[src/rtl/fetch_ctrl_if.sv]
// Fetch-stage bus bundle: instruction-memory request/response, EX redirect and IF/ID handoff.
`default_nettype none

interface fetch_ctrl_if;
  logic        imem_req_valid;
  logic        imem_req_ready;
  logic [31:0] imem_req_addr;
  logic        imem_rsp_valid;
  logic [31:0] imem_rsp_data;
  logic        redirect_valid;
  logic [31:0] redirect_pc;
  logic        if_valid;
  logic        if_ready;
  logic [31:0] if_instr;
  logic [31:0] if_pc;
  logic        fetch_exc;

  modport master (
    output imem_req_valid, imem_req_addr, if_valid, if_instr, if_pc, fetch_exc,
    input  imem_req_ready, imem_rsp_valid, imem_rsp_data, redirect_valid, redirect_pc, if_ready
  );

  modport slave (
    input  imem_req_valid, imem_req_addr, if_valid, if_instr, if_pc, fetch_exc,
    output imem_req_ready, imem_rsp_valid, imem_rsp_data, redirect_valid, redirect_pc, if_ready
  );
endinterface

`default_nettype wire

[src/rtl/fetch_ctrl.sv]
// fetch_ctrl: PC owner and single-outstanding instruction fetch sequencer with one-entry IF/ID buffer.
// Optional misaligned-redirect trap enabled by defining FETCH_MISALIGN_TRAP_EN.
`default_nettype none

module fetch_ctrl #(
  parameter logic [31:0] RESET_PC = 32'h0000_0000,
  parameter int unsigned PC_STEP  = 4
) (
  input  wire logic     clk,
  input  wire logic     rst,
  fetch_ctrl_if.master  bus
);

  localparam logic [31:0] C_NOP = 32'h0000_0013;

  typedef enum logic [2:0] {
    S_IDLE = 3'd0,
    S_REQ  = 3'd1,
    S_WAIT = 3'd2,
    S_HOLD = 3'd3,
    S_DROP = 3'd4
  } state_t;

  state_t      r_state, w_state_n;
  logic [31:0] r_pc, w_pc_n;
  logic        r_if_valid, w_if_valid_n;
  logic [31:0] r_if_instr, w_if_instr_n;
  logic [31:0] r_if_pc, w_if_pc_n;
  logic [31:0] w_redirect_target;
  logic        w_misaligned;
  logic        w_exc;
  logic        w_inflight;

`ifdef FETCH_MISALIGN_TRAP_EN
  logic r_exc, w_exc_n;

  assign w_redirect_target = bus.redirect_pc;
  assign w_misaligned      = |bus.redirect_pc[1:0];
  assign w_exc             = r_exc;

  // Flag tracks the alignment of the most recent redirect; only a redirect changes it.
  always_comb begin
    w_exc_n = r_exc;
    if (bus.redirect_valid) begin
      w_exc_n = w_misaligned;
    end
  end

  always_ff @(posedge clk) begin
    if (rst) begin
      r_exc <= 1'b0;
    end else begin
      r_exc <= w_exc_n;
    end
  end
`else
  assign w_redirect_target = bus.redirect_pc & ~32'h0000_0003;
  assign w_misaligned      = 1'b0;
  assign w_exc             = 1'b0;
`endif

  always_comb begin
    w_state_n    = r_state;
    w_pc_n       = r_pc;
    w_if_valid_n = r_if_valid;
    w_if_instr_n = r_if_instr;
    w_if_pc_n    = r_if_pc;
    // Set when a request will still be outstanding after this edge.
    w_inflight   = 1'b0;

    unique case (r_state)
      S_IDLE: begin
        if (!w_exc) begin
          w_state_n = S_REQ;
        end
      end
      S_REQ: begin
        if (bus.imem_req_ready) begin
          w_state_n  = S_WAIT;
          w_inflight = 1'b1;
        end
      end
      S_WAIT: begin
        if (bus.imem_rsp_valid) begin
          w_if_instr_n = bus.imem_rsp_data;
          w_if_pc_n    = r_pc;
          w_if_valid_n = 1'b1;
          w_pc_n       = r_pc + 32'(PC_STEP);
          w_state_n    = S_HOLD;
        end else begin
          w_inflight = 1'b1;
        end
      end
      S_HOLD: begin
        if (r_if_valid && bus.if_ready) begin
          w_if_valid_n = 1'b0;
          w_state_n    = S_REQ;
        end
      end
      S_DROP: begin
        if (bus.imem_rsp_valid) begin
          w_state_n = w_exc ? S_IDLE : S_REQ;
        end else begin
          w_inflight = 1'b1;
        end
      end
      default: begin
        w_state_n = S_IDLE;
      end
    endcase

    // A redirect wins over any sequential update, including a coincident response.
    if (bus.redirect_valid) begin
      w_pc_n       = w_redirect_target;
      w_if_valid_n = 1'b0;
      w_if_instr_n = r_if_instr;
      w_if_pc_n    = r_if_pc;
      if (w_inflight) begin
        w_state_n = S_DROP;
      end else if (w_misaligned) begin
        w_state_n = S_IDLE;
      end else begin
        w_state_n = S_REQ;
      end
    end
  end

  always_ff @(posedge clk) begin
    if (rst) begin
      r_state    <= S_IDLE;
      r_pc       <= RESET_PC;
      r_if_valid <= 1'b0;
      r_if_instr <= C_NOP;
      r_if_pc    <= 32'h0000_0000;
    end else begin
      r_state    <= w_state_n;
      r_pc       <= w_pc_n;
      r_if_valid <= w_if_valid_n;
      r_if_instr <= w_if_instr_n;
      r_if_pc    <= w_if_pc_n;
    end
  end

  assign bus.imem_req_valid = (r_state == S_REQ);
  assign bus.imem_req_addr  = r_pc;
  assign bus.if_valid       = r_if_valid;
  assign bus.if_instr       = r_if_instr;
  assign bus.if_pc          = r_if_pc;
`ifdef FETCH_MISALIGN_TRAP_EN
  assign bus.fetch_exc      = r_exc;
`else
  assign bus.fetch_exc      = 1'b0;
`endif

endmodule

`default_nettype wire

[src/flat_wrapper.sv]
// flat-port wrapper written by rule: the top's interface ports become plain ports
module fetch_ctrl_flat 
#(
  parameter logic [31:0] RESET_PC = 32'h0000_0000,
  parameter int unsigned PC_STEP  = 4
)
  (clk, rst, bus_imem_req_valid, bus_imem_req_addr, bus_if_valid, bus_if_instr, bus_if_pc, bus_fetch_exc, bus_imem_req_ready, bus_imem_rsp_valid, bus_imem_rsp_data, bus_redirect_valid, bus_redirect_pc, bus_if_ready);
  fetch_ctrl_if bus_i ();
  input  wire logic clk;
  input  wire logic rst;
  output wire logic [$bits(bus_i.imem_req_valid)-1:0] bus_imem_req_valid;
  output wire logic [$bits(bus_i.imem_req_addr)-1:0] bus_imem_req_addr;
  output wire logic [$bits(bus_i.if_valid)-1:0] bus_if_valid;
  output wire logic [$bits(bus_i.if_instr)-1:0] bus_if_instr;
  output wire logic [$bits(bus_i.if_pc)-1:0] bus_if_pc;
  output wire logic [$bits(bus_i.fetch_exc)-1:0] bus_fetch_exc;
  input wire logic [$bits(bus_i.imem_req_ready)-1:0] bus_imem_req_ready;
  input wire logic [$bits(bus_i.imem_rsp_valid)-1:0] bus_imem_rsp_valid;
  input wire logic [$bits(bus_i.imem_rsp_data)-1:0] bus_imem_rsp_data;
  input wire logic [$bits(bus_i.redirect_valid)-1:0] bus_redirect_valid;
  input wire logic [$bits(bus_i.redirect_pc)-1:0] bus_redirect_pc;
  input wire logic [$bits(bus_i.if_ready)-1:0] bus_if_ready;
  assign bus_imem_req_valid = bus_i.imem_req_valid;
  assign bus_imem_req_addr = bus_i.imem_req_addr;
  assign bus_if_valid = bus_i.if_valid;
  assign bus_if_instr = bus_i.if_instr;
  assign bus_if_pc = bus_i.if_pc;
  assign bus_fetch_exc = bus_i.fetch_exc;
  assign bus_i.imem_req_ready = bus_imem_req_ready;
  assign bus_i.imem_rsp_valid = bus_imem_rsp_valid;
  assign bus_i.imem_rsp_data = bus_imem_rsp_data;
  assign bus_i.redirect_valid = bus_redirect_valid;
  assign bus_i.redirect_pc = bus_redirect_pc;
  assign bus_i.if_ready = bus_if_ready;
  fetch_ctrl #(.RESET_PC(RESET_PC), .PC_STEP(PC_STEP)) u_core (.clk(clk), .rst(rst), .bus(bus_i));
endmodule
[config.mk]
export PLATFORM = sky130hd
export DESIGN_NAME = fetch_ctrl_flat
export DESIGN_NICKNAME = d
export VERILOG_FILES = /design/src/rtl/fetch_ctrl_if.sv /design/src/rtl/fetch_ctrl.sv /design/src/flat_wrapper.sv
export SDC_FILE = /design/constraint.sdc
export NUM_CORES = 1
export LEC_CHECK = 0
export CAP_MARGIN = 15
export CORE_MARGIN = 3
export CORE_UTILIZATION = 24
export CTS_BUF_LIST = sky130_fd_sc_hd__clkbuf_8
export CTS_CLUSTER_SIZE = 30
export DETAILED_ROUTE_END_ITERATION = 6
export GPL_TIMING_DRIVEN = 1
export SLEW_MARGIN = 20
export SYNTH_ARGS = -nofsm -noshare
export SYNTH_HDL_FRONTEND = slang
export SYNTH_SLANG_ARGS = --single-unit
[constraint.sdc]
create_clock -name clk -period 1.9 [get_ports clk]
set_input_delay 0.57 -clock clk [delete_from_list [all_inputs] [get_ports clk]]
set_output_delay 0.57 -clock clk [all_outputs]
set_load 0.02 [all_outputs]
# Yosys cells after proc, flatten, opt, wreduce, memory -nomap -nowiden
# Cells that the tools add are included.
[op_classes]
n_shift = 0
n_mux = 16
n_reduce_logical = 12
div_mod_pow = 0
n_addsub = 1
n_lt_le_gt_ge = 0
n_bitwise = 1
multipliers = 0
eq_ne = 10
[op_table]
columns = ["cell", "n"]
rows = [
  ["two-way mux 32 bit", 3],
  ["adder 32 x 3 -> 32 bit (second input constant)", 1],
  ["two-way mux 3 bit", 6],
  ["one-hot mux 3 bit (5 select lines)", 1],
  ["== test 3 x 2 -> 1 bit (second input constant)", 2],
  ["inequality test 3 bit (second input constant)", 2],
  ["AND reduction 3 bit", 2],
  ["nonzero test 2 bit", 3],
  ["two-way mux 1 bit", 4],
  ["one-hot mux 1 bit (2 select lines)", 2],
  ["AND reduction 2 bit", 2],
  ["AND reduction 4 bit", 1],
  ["OR reduction 2 bit", 2],
  ["== test 3 x 1 -> 1 bit (second input constant)", 1],
  ["== test 3 bit (second input constant)", 1],
  ["zero test 3 bit", 1],
  ["inequality test 3 x 1 -> 1 bit (second input constant)", 1],
  ["inequality test 3 x 2 -> 1 bit (second input constant)", 1],
  ["inequality test 2 x 1 -> 1 bit (second input constant)", 1],
  ["inequality test 2 bit (second input constant)", 1],
  ["logical AND 1 bit", 1],
  ["NOT 1 bit", 1],
]
[word_totals]
latchBits = 0
mem_bits_ro = 0
input_bits = 70
out_inout_bits = 99
elab_cells = 46
reg_bits = 100
mem_count = 0
ramBits = 0

# Depth between registers and ports, before layout
# Gate-level depths: netlist (run 1).
[logic_depth]
depth_word = 5
depth_mapped = 7
ltp_nobuf = 6

# Worst setup path after synthesis (run 1)
# OpenSTA, ideal clock, no wires.
[synth_timing]
path_type = "flip-flop to flip-flop"
start = "register u_core.r_pc[2], in the netlist u_core.bus.imem_req_addr[2]"
end = "register u_core.r_pc[22], in the netlist u_core.bus.imem_req_addr[22]"
arrival_ns = 1.826
setup_ns = 0.086
t_required_ns = 1.814
setup_slack_ns = -0.011
stages_incl_launch_ff = 7
path_buffers = 0
period_less_slack_ns = 1.911
cell_sequence = "dfxtp_1 -> ha_1 -> nand3_1 -> nor4_1 -> nand4_1 -> xor2_1 -> a211oi_1"
[synth_between]
elab_chain_len = 4
[synth_rtl]
columns = ["element", "line_no", "rtl"]
rows = [
  ["start: declaration", "fetch_ctrl.sv:25", "logic [31:0] r_pc, w_pc_n;"],
  ["start signal: assignment", "fetch_ctrl.sv:137", "r_pc <= w_pc_n;"],
  ["adder 32 x 3 -> 32 bit", "fetch_ctrl.sv:88", "w_pc_n = r_pc + 32'(PC_STEP);"],
  ["two-way mux 32 bit", "fetch_ctrl.sv:84", "if (bus.imem_rsp_valid) begin"],
  ["two-way mux 32 bit", "fetch_ctrl.sv:71", "unique case (r_state)"],
  ["two-way mux 32 bit", "fetch_ctrl.sv:113", "if (bus.redirect_valid) begin"],
]
# No other way between the ends. The select of a mux whose other input is x is not followed.
# A chain may end at the register's enable or synchronous reset.

# Worst setup path in the final report (run 1)
[layout_timing]
start = "register u_core.r_state[2]"
end = "output port bus_imem_req_valid"
[layout_between]
elab_chain_len = 1
[layout_rtl]
columns = ["element", "line_no", "rtl"]
rows = [
  ["start: declaration", "fetch_ctrl.sv:24", "state_t r_state, w_state_n;"],
  ["start signal: assignment", "fetch_ctrl.sv:136", "r_state <= w_state_n;"],
  ["== test 3 x 1 -> 1 bit", "fetch_ctrl.sv:144", "assign bus.imem_req_valid = (r_state == S_REQ);"],
  ["end: declaration", "flat_wrapper.sv:11", "output wire logic [$bits(bus_i.imem_req_valid)-1:0] bus_imem_req_valid;"],
]
# No other way between the ends.

==> reports/metrics.cfg, run 1 <==
[worst_setup_path]
startpoint = u_core.r_state[2]
cp_data_required_time_ns = 1.33
end_kind = output pin
criticalPathCategory = flop to output pin
critPathMaxFanout = 3
critPathLaunchType = flop
r2r_start = u_core.bus.imem_req_addr[16]
reg2reg_slack_ns = 0.11
cp_data_arrival_time_ns = 1.26

[final_layout]
regArea_sq_um = 1930
fillers = 1785
nNetsFinal = 779
drive_gt1_share_pct = 14.0
antenna_cells = 0
final_area_sq_um = 6460
areaGrowthSynthToFinish_pct = 54.4
fin_cells = 933
multiInputGateArea_sq_um = 2080
utilization_pct = 38.4

[pwr]
peakVddDrop_mv = 0.380
power_mw = 4.10
p_leak_nw = 2.66
powerDensity_nw_per_um2 = 635

[die]
core_region_area_sq_um = 16800
dieArea_sq_um = 19000
die_w_microns = 138
std_cell_rows = 47
die_height_microns = 138
initial_utilization_pct = 24.9
io_pins = 169

[min_path]
hold_path.class = flop to flop
hp-start = u_core.bus.if_instr[14]

[cts]
cts_setup_buffers = 0
ctsHoldBuffers = 0
path_clk_slew_ns = 0.10
clockRootBuffer = clkbuf_8
clk_path_buf_depth = 2
clock_latency_ns = 0.39
cts_made_buffers = 9
cts_sinks = 96
h-tree-depth = 3
cts_tree = done

[sta]
drv_slew = 0
fin_ws_ns = 0.0662
whs_ns = 0.452
clock_skew_ns = 0.0137
finalCriticalPeriod_ns = 1.83
hold_viol_final = 0
finalSetupViolations = 0
rsz0062_at_grt = no
fmax_ghz = 0.545
timing.setup.tns_ns = 0
period_share_pct = 96.5

[route]
ant_nets = 0
drc = 0
dr.pass1.iters = 4
wl_microns = 13500
wl_per_cell_microns = 14.5
via_per_inst = 4.46
drt-initial-drc-count = 252
vias = 4157

[logic_synthesis]
synth-seq-cells = 96
ys.flop_type = dfxtp_1
syn_inst = 519
synth_area_per_cell_sq_um = 8.06
netlist_area_sq_um = 4180
yosysWarningCount = 0
synth_edf_count = 0
ys_seq_area_share_pct = 45.9
ys_types = 50
async_reset_ff_share_pct = 0

[status]
status = finished clean

[place]
gp_congestion = 0.776
dpl_cell_area_sq_um = 6320
pre_cts_ws_ns = -0.505
hpwl_microns = 9950
port_buffers = 161
dp_cells = 917

[global_routing]
grt_pass1_wl_microns = 21700
grt_pass1_vias = 4047
antenna_found_initial = 1
grt_use_total_pct = 14.0
overflow = 0
grt_start_max_net_pins = 48

[flow_run]
cap_violations = 0

power by group:
| group | leakage, nW | total (mW) | internal [mW] | switching [mW] |
|---|---|---|---|---|
| Clock | 0.112 | 1.39 | 0.668 | 0.723 |
| Combinational | 1.77 | 0.577 | 0.301 | 0.276 |
| Sequential | 0.784 | 2.13 | 2.06 | 0.0672 |
| Total | 2.66 | 4.10 | 3.03 | 1.07 |
placed cells by master, fill, tap and decap left out, types with 3 or more instances in the layout:
master	n
nand2_1	146
dlygate4sd2_1	91
dfxtp_1	88
a21oi_1	70
clkdlybuf4s50_1	65
buf_4	49
nor2_1	38
a211oi_1	19
xnor2_1	14
nand4_1	13
xor2_1	11
clkbuf_8	11
nand3_1	9
dfxtp_2	7
nor3_1	5
nor4_1	5
conb_1	5
buf_12	5
inv_1	4
nand3b_1	4
nor3_2	4
and3_1	3
nor2b_1	3
repair_timing:
| action | CTS | global route |
|---|---|---|
| endpoints found under the setup margin | 99 | 12 |
| resized for setup | 102 | 14 |
| hold endpoints to repair | 0 | 0 |
final cells by class:
| class | count | area share (%) |
|---|---|---|
| Tap cell | 220 | 4.26 |
| Multi-Input combinational cell | 385 | 32.2 |
| Sequential cell | 96 | 30.0 |
| Timing Repair Buffer | 214 | 30.3 |
| Clock buffer | 11 | 2.34 |
| Inverter | 2 | 0.116 |
| Clock inverter | 5 | 0.736 |
final timing paths:
kind	end	cells after the start
setup / recovery	bus_imem_req_valid	3
hold / removal	u_core.bus.if_instr[14]	2
setup reg to reg	u_core.bus.imem_req_addr[23]	5
hold reg to reg	u_core.bus.if_instr[14]	2
cells by family after synthesis:
logic type | after synthesis | share of synthesized area [%]
flip-flops | 96 | 45.9
buffers and inverters | 42 | 5.86
adder cells (fa/ha/maj) | 1 | 0.299
AND/OR/NAND/NOR | 252 | 28.2
AO/OA/AOI/OAI | 100 | 13.9
XOR/XNOR | 25 | 5.23
multiplexers | 2 | 0.509
other | 1 | 0.0897
cell usage after synthesis (2+ instances only):
cell / number / area, sq um
nor3_2: 3 / 30.0
nand2_1: 147 / 552
buf_2: 3 / 15.0
xor2_1: 11 / 96.3
nor2b_1: 3 / 18.8
nor3b_1: 2 / 15.0
xnor2_1: 14 / 123
a211oi_1: 19 / 143
clkbuf_1: 24 / 90.1
nand3_1: 10 / 50.1
clkbuf_8: 6 / 82.6
and3_1: 3 / 18.8
buf_4: 5 / 37.5
nand3b_1: 4 / 30.0
nor2_1: 39 / 146
nor3_1: 6 / 30.0
nand4_1: 13 / 81.3
a21oi_1: 70 / 350
nor4_1: 8 / 50.1
inv_1: 2 / 7.51
dfxtp_1: 96 / 1920
and4_2: 2 / 20.0
a2111oi_0: 2 / 17.5
routing by layer:
| layer | routed length, microns | track usage (%) | part of all wire [%] |
|---|---|---|---|
| met2 | 6300 | 22.8 | 47 |
| met5 | 13 | 0 | 0.096 |
| met3 | 626 | 2.87 | 4.6 |
| met4 | 277 | 6.24 | 2.0 |
| met1 | 6300 | 18.1 | 47 |
critical path, cell delays in order, from the launching register on:
cell and delay (ns):
dfxtp_1 0.33, nand2b_1 0.16, nor2_1 0.11, clkdlybuf4s15_2 0.27
state kept, by name, indices dropped and copies added, names as in the netlist:
signal,flops
u_core.r_state,3
u_core.bus.if_instr,32
u_core.bus.imem_req_addr,30
u_core.bus.if_valid,1
u_core.bus.if_pc,30
Note: power is estimated with default switching activity, not from simulation.
==> run 2: changes to the inputs <==
- CORE_MARGIN: 3 -> not set
- DONT_BUFFER_PORTS: not set -> 1
==> run 2 against run 1 <==
Compared with the run above:
- combinational power shrank 41%
- routed wire length is 7.6% lower
- count of clock-buffer cells in the layout unchanged
- register-to-register slack improved by 0.03 ns
- sequential share of layout area grew 9.3 points
- first-iteration DRC count shrank 32%
- design area shrank 24%
- utilization fell by 9.2 points
- setup slack better by 0.017 ns
- global-route usage increased by 0.27 points
- critical path type unchanged
- critical endpoint unchanged
- largest cell class unchanged
- highest routed layer is now met4
==> reports/metrics.cfg, run 2 (synthesis results as in run 1) <==
[die]
dieArea_sq_um = 18000  ; -5.7%
io_pins = 169  ; unchanged
die_height_microns = 134  ; -2.9%
die_w_microns = 134  ; -2.9%
core_region_area_sq_um = 16800  ; unchanged
initial_utilization_pct = 24.9  ; unchanged
std_cell_rows = 47  ; unchanged

[sta]
hold_viol_final = 0  ; unchanged
clock_skew_ns = 0.0192  ; +0.00548 ns
period_share_pct = 95.6  ; -0.91 points
fin_ws_ns = 0.0835  ; +0.0173 ns
fmax_ghz = 0.550  ; +0.95%
finalSetupViolations = 0  ; unchanged
drv_slew = 0  ; unchanged
finalCriticalPeriod_ns = 1.82  ; -0.0173 ns

[pwr]
p_switching_mw = 1.04  ; -2.3%
p_comb_share_pct = 8.9  ; -5.2 points
p_sw_share_pct = 27.5  ; +1.5 points
powerDensity_nw_per_um2 = 772  ; +22%
p_leak_nw = 1.67  ; -37%
power.internal_mw = 2.75  ; -9.4%
peakVddDrop_mv = 0.338  ; -11%
clock_power_share_pct = 34.9  ; +1.0 points
pwr-share-seq_pct = 56.2  ; +4.2 points

[cts]
path_clk_slew_ns = 0.09  ; about the same
clk_path_buf_depth = 2  ; unchanged
cts_tree = done
cts_setup_buffers = 0  ; unchanged
clock_latency_ns = 0.40  ; about the same
cts_sinks = 96  ; unchanged
clockRootBuffer = clkbuf_8
cts_made_buffers = 9  ; unchanged
h-tree-depth = 3  ; unchanged

[place]
pre_cts_ws_ns = -0.000169  ; +0.505 ns
hpwl_microns = 8950  ; -10%
gp_congestion = 0.745  ; -4.0%
port_buffers = 0  ; -100%
dp_cells = 756  ; -18%
dpl_cell_area_sq_um = 4700  ; -26%

[route]
wl_per_cell_microns = 16.2  ; +12%
drc = 0  ; unchanged
drt-initial-drc-count = 172  ; -32%
vias = 3606  ; -13%
ant_nets = 0  ; unchanged
via_per_inst = 4.67  ; +4.8%
wl_microns = 12500  ; -7.6%
dr.pass1.iters = 4  ; unchanged

[final_layout]
drive_gt1_share_pct = 16.8  ; +2.8 points
fin_cells = 772  ; -17%
fillers = 1831  ; +2.6%
antenna_cells = 0  ; unchanged
final_common_cell = nand2_1
final_cell_mix = 146 x nand2_1, 91 x dfxtp_1, 70 x a21oi_1, 49 x buf_4, 37 x nor2_1
largest_reg_flops = 32  ; unchanged
final_area_sq_um = 4910  ; -24%
utilization_pct = 29.2  ; -9.2 points
nNetsFinal = 618  ; -21%
areaGrowthSynthToFinish_pct = 17.4

[global_routing]
grt_pass1_vias = 3522  ; -13%
grt_start_max_net_pins = 98  ; +100%
grt_pass1_wl_microns = 19500  ; -9.9%
antenna_found_initial = 0  ; -1
grt_use_total_pct = 14.3  ; +0.27 points
overflow = 0  ; unchanged

[status]
status = finished clean

[worst_setup_path]
cp_data_required_time_ns = 1.33  ; about the same
criticalPathCategory = flop to output pin
end_kind = output pin
critPathMaxFanout = 7  ; +4
cp_data_arrival_time_ns = 1.25  ; about the same
critPathLaunchType = flop

[flow_run]
cap_violations = 0  ; unchanged

[min_path]
hold_path.class = primary input to flop

run 2: per-layer routing:
metal,global-route usage (%),up-vias,wire (microns)
met5,0,-,0
met4,4.43,0,155
met3,5.40,14,893
met2,23.1,108,5860
met1,17.6,1672,5580
li1,-,1812,-
run 2: final cells by class:
class	count	area [sq um]	share of cell area [%]
clock buffer	11	151	3.08
clock inverter	5	33.8	0.688
inverter	2	7.51	0.153
multi-input combinational	385	2070	42.1
sequential	96	1930	39.3
tap	220	275	5.61
timing repair buffer	53	448	9.12
run 2: repair_timing:
item	CTS	global route
hold buffers	0	0
gates resized for setup	1	7
endpoints found under the setup margin	1	6
run 2: power by group through the flow:
stage | Combinational, mW | Clock, mW | Sequential [mW]
3_5_place_dp | 0.338 | 0 | 2.17
2_1_floorplan | 0.202 | 0 | 2.23
3_3_place_gp | 0.336 | 0 | 2.17
6_report | 0.338 | 1.32 | 2.13
4_1_cts | 0.340 | 1.39 | 2.13
5_1_grt | 0.370 | 1.46 | 2.14
run 2: worst max-delay path: stages, from the launching register on:
cell,delay [ns]
dfxtp_1,0.33
buf_4,0.15
nand2b_1,0.17
nor2_2,0.22
run 2: path summary, 6_finish.rpt:
check | cells past startpoint | endpoint | slack (ns) | start
max | 3 | bus_imem_req_valid | 0.08 | u_core.r_state[2]
min | 1 | u_core.bus.imem_req_addr[5] | 0.24 | rst
max reg2reg | 5 | u_core.bus.imem_req_addr[23] | 0.14 | u_core.bus.imem_req_addr[6]
min reg2reg | 2 | u_core.bus.if_pc[8] | 0.51 | u_core.bus.imem_req_addr[8]
run 2: through the flow:
| step | hold WS, ns | power [mW] | setup TNS (ns) |
|---|---|---|---|
| floorplan | 0.535 | 2.43 | 0 |
| global placement | 0.536 | 2.51 | 0 |
| detailed placement | 0.542 | 2.51 | -0.000169 |
| CTS | 0.205 | 3.86 | 0 |
| global route | 0.208 | 3.97 | -0.00738 |
| finish | 0.239 | 3.79 | 0 |
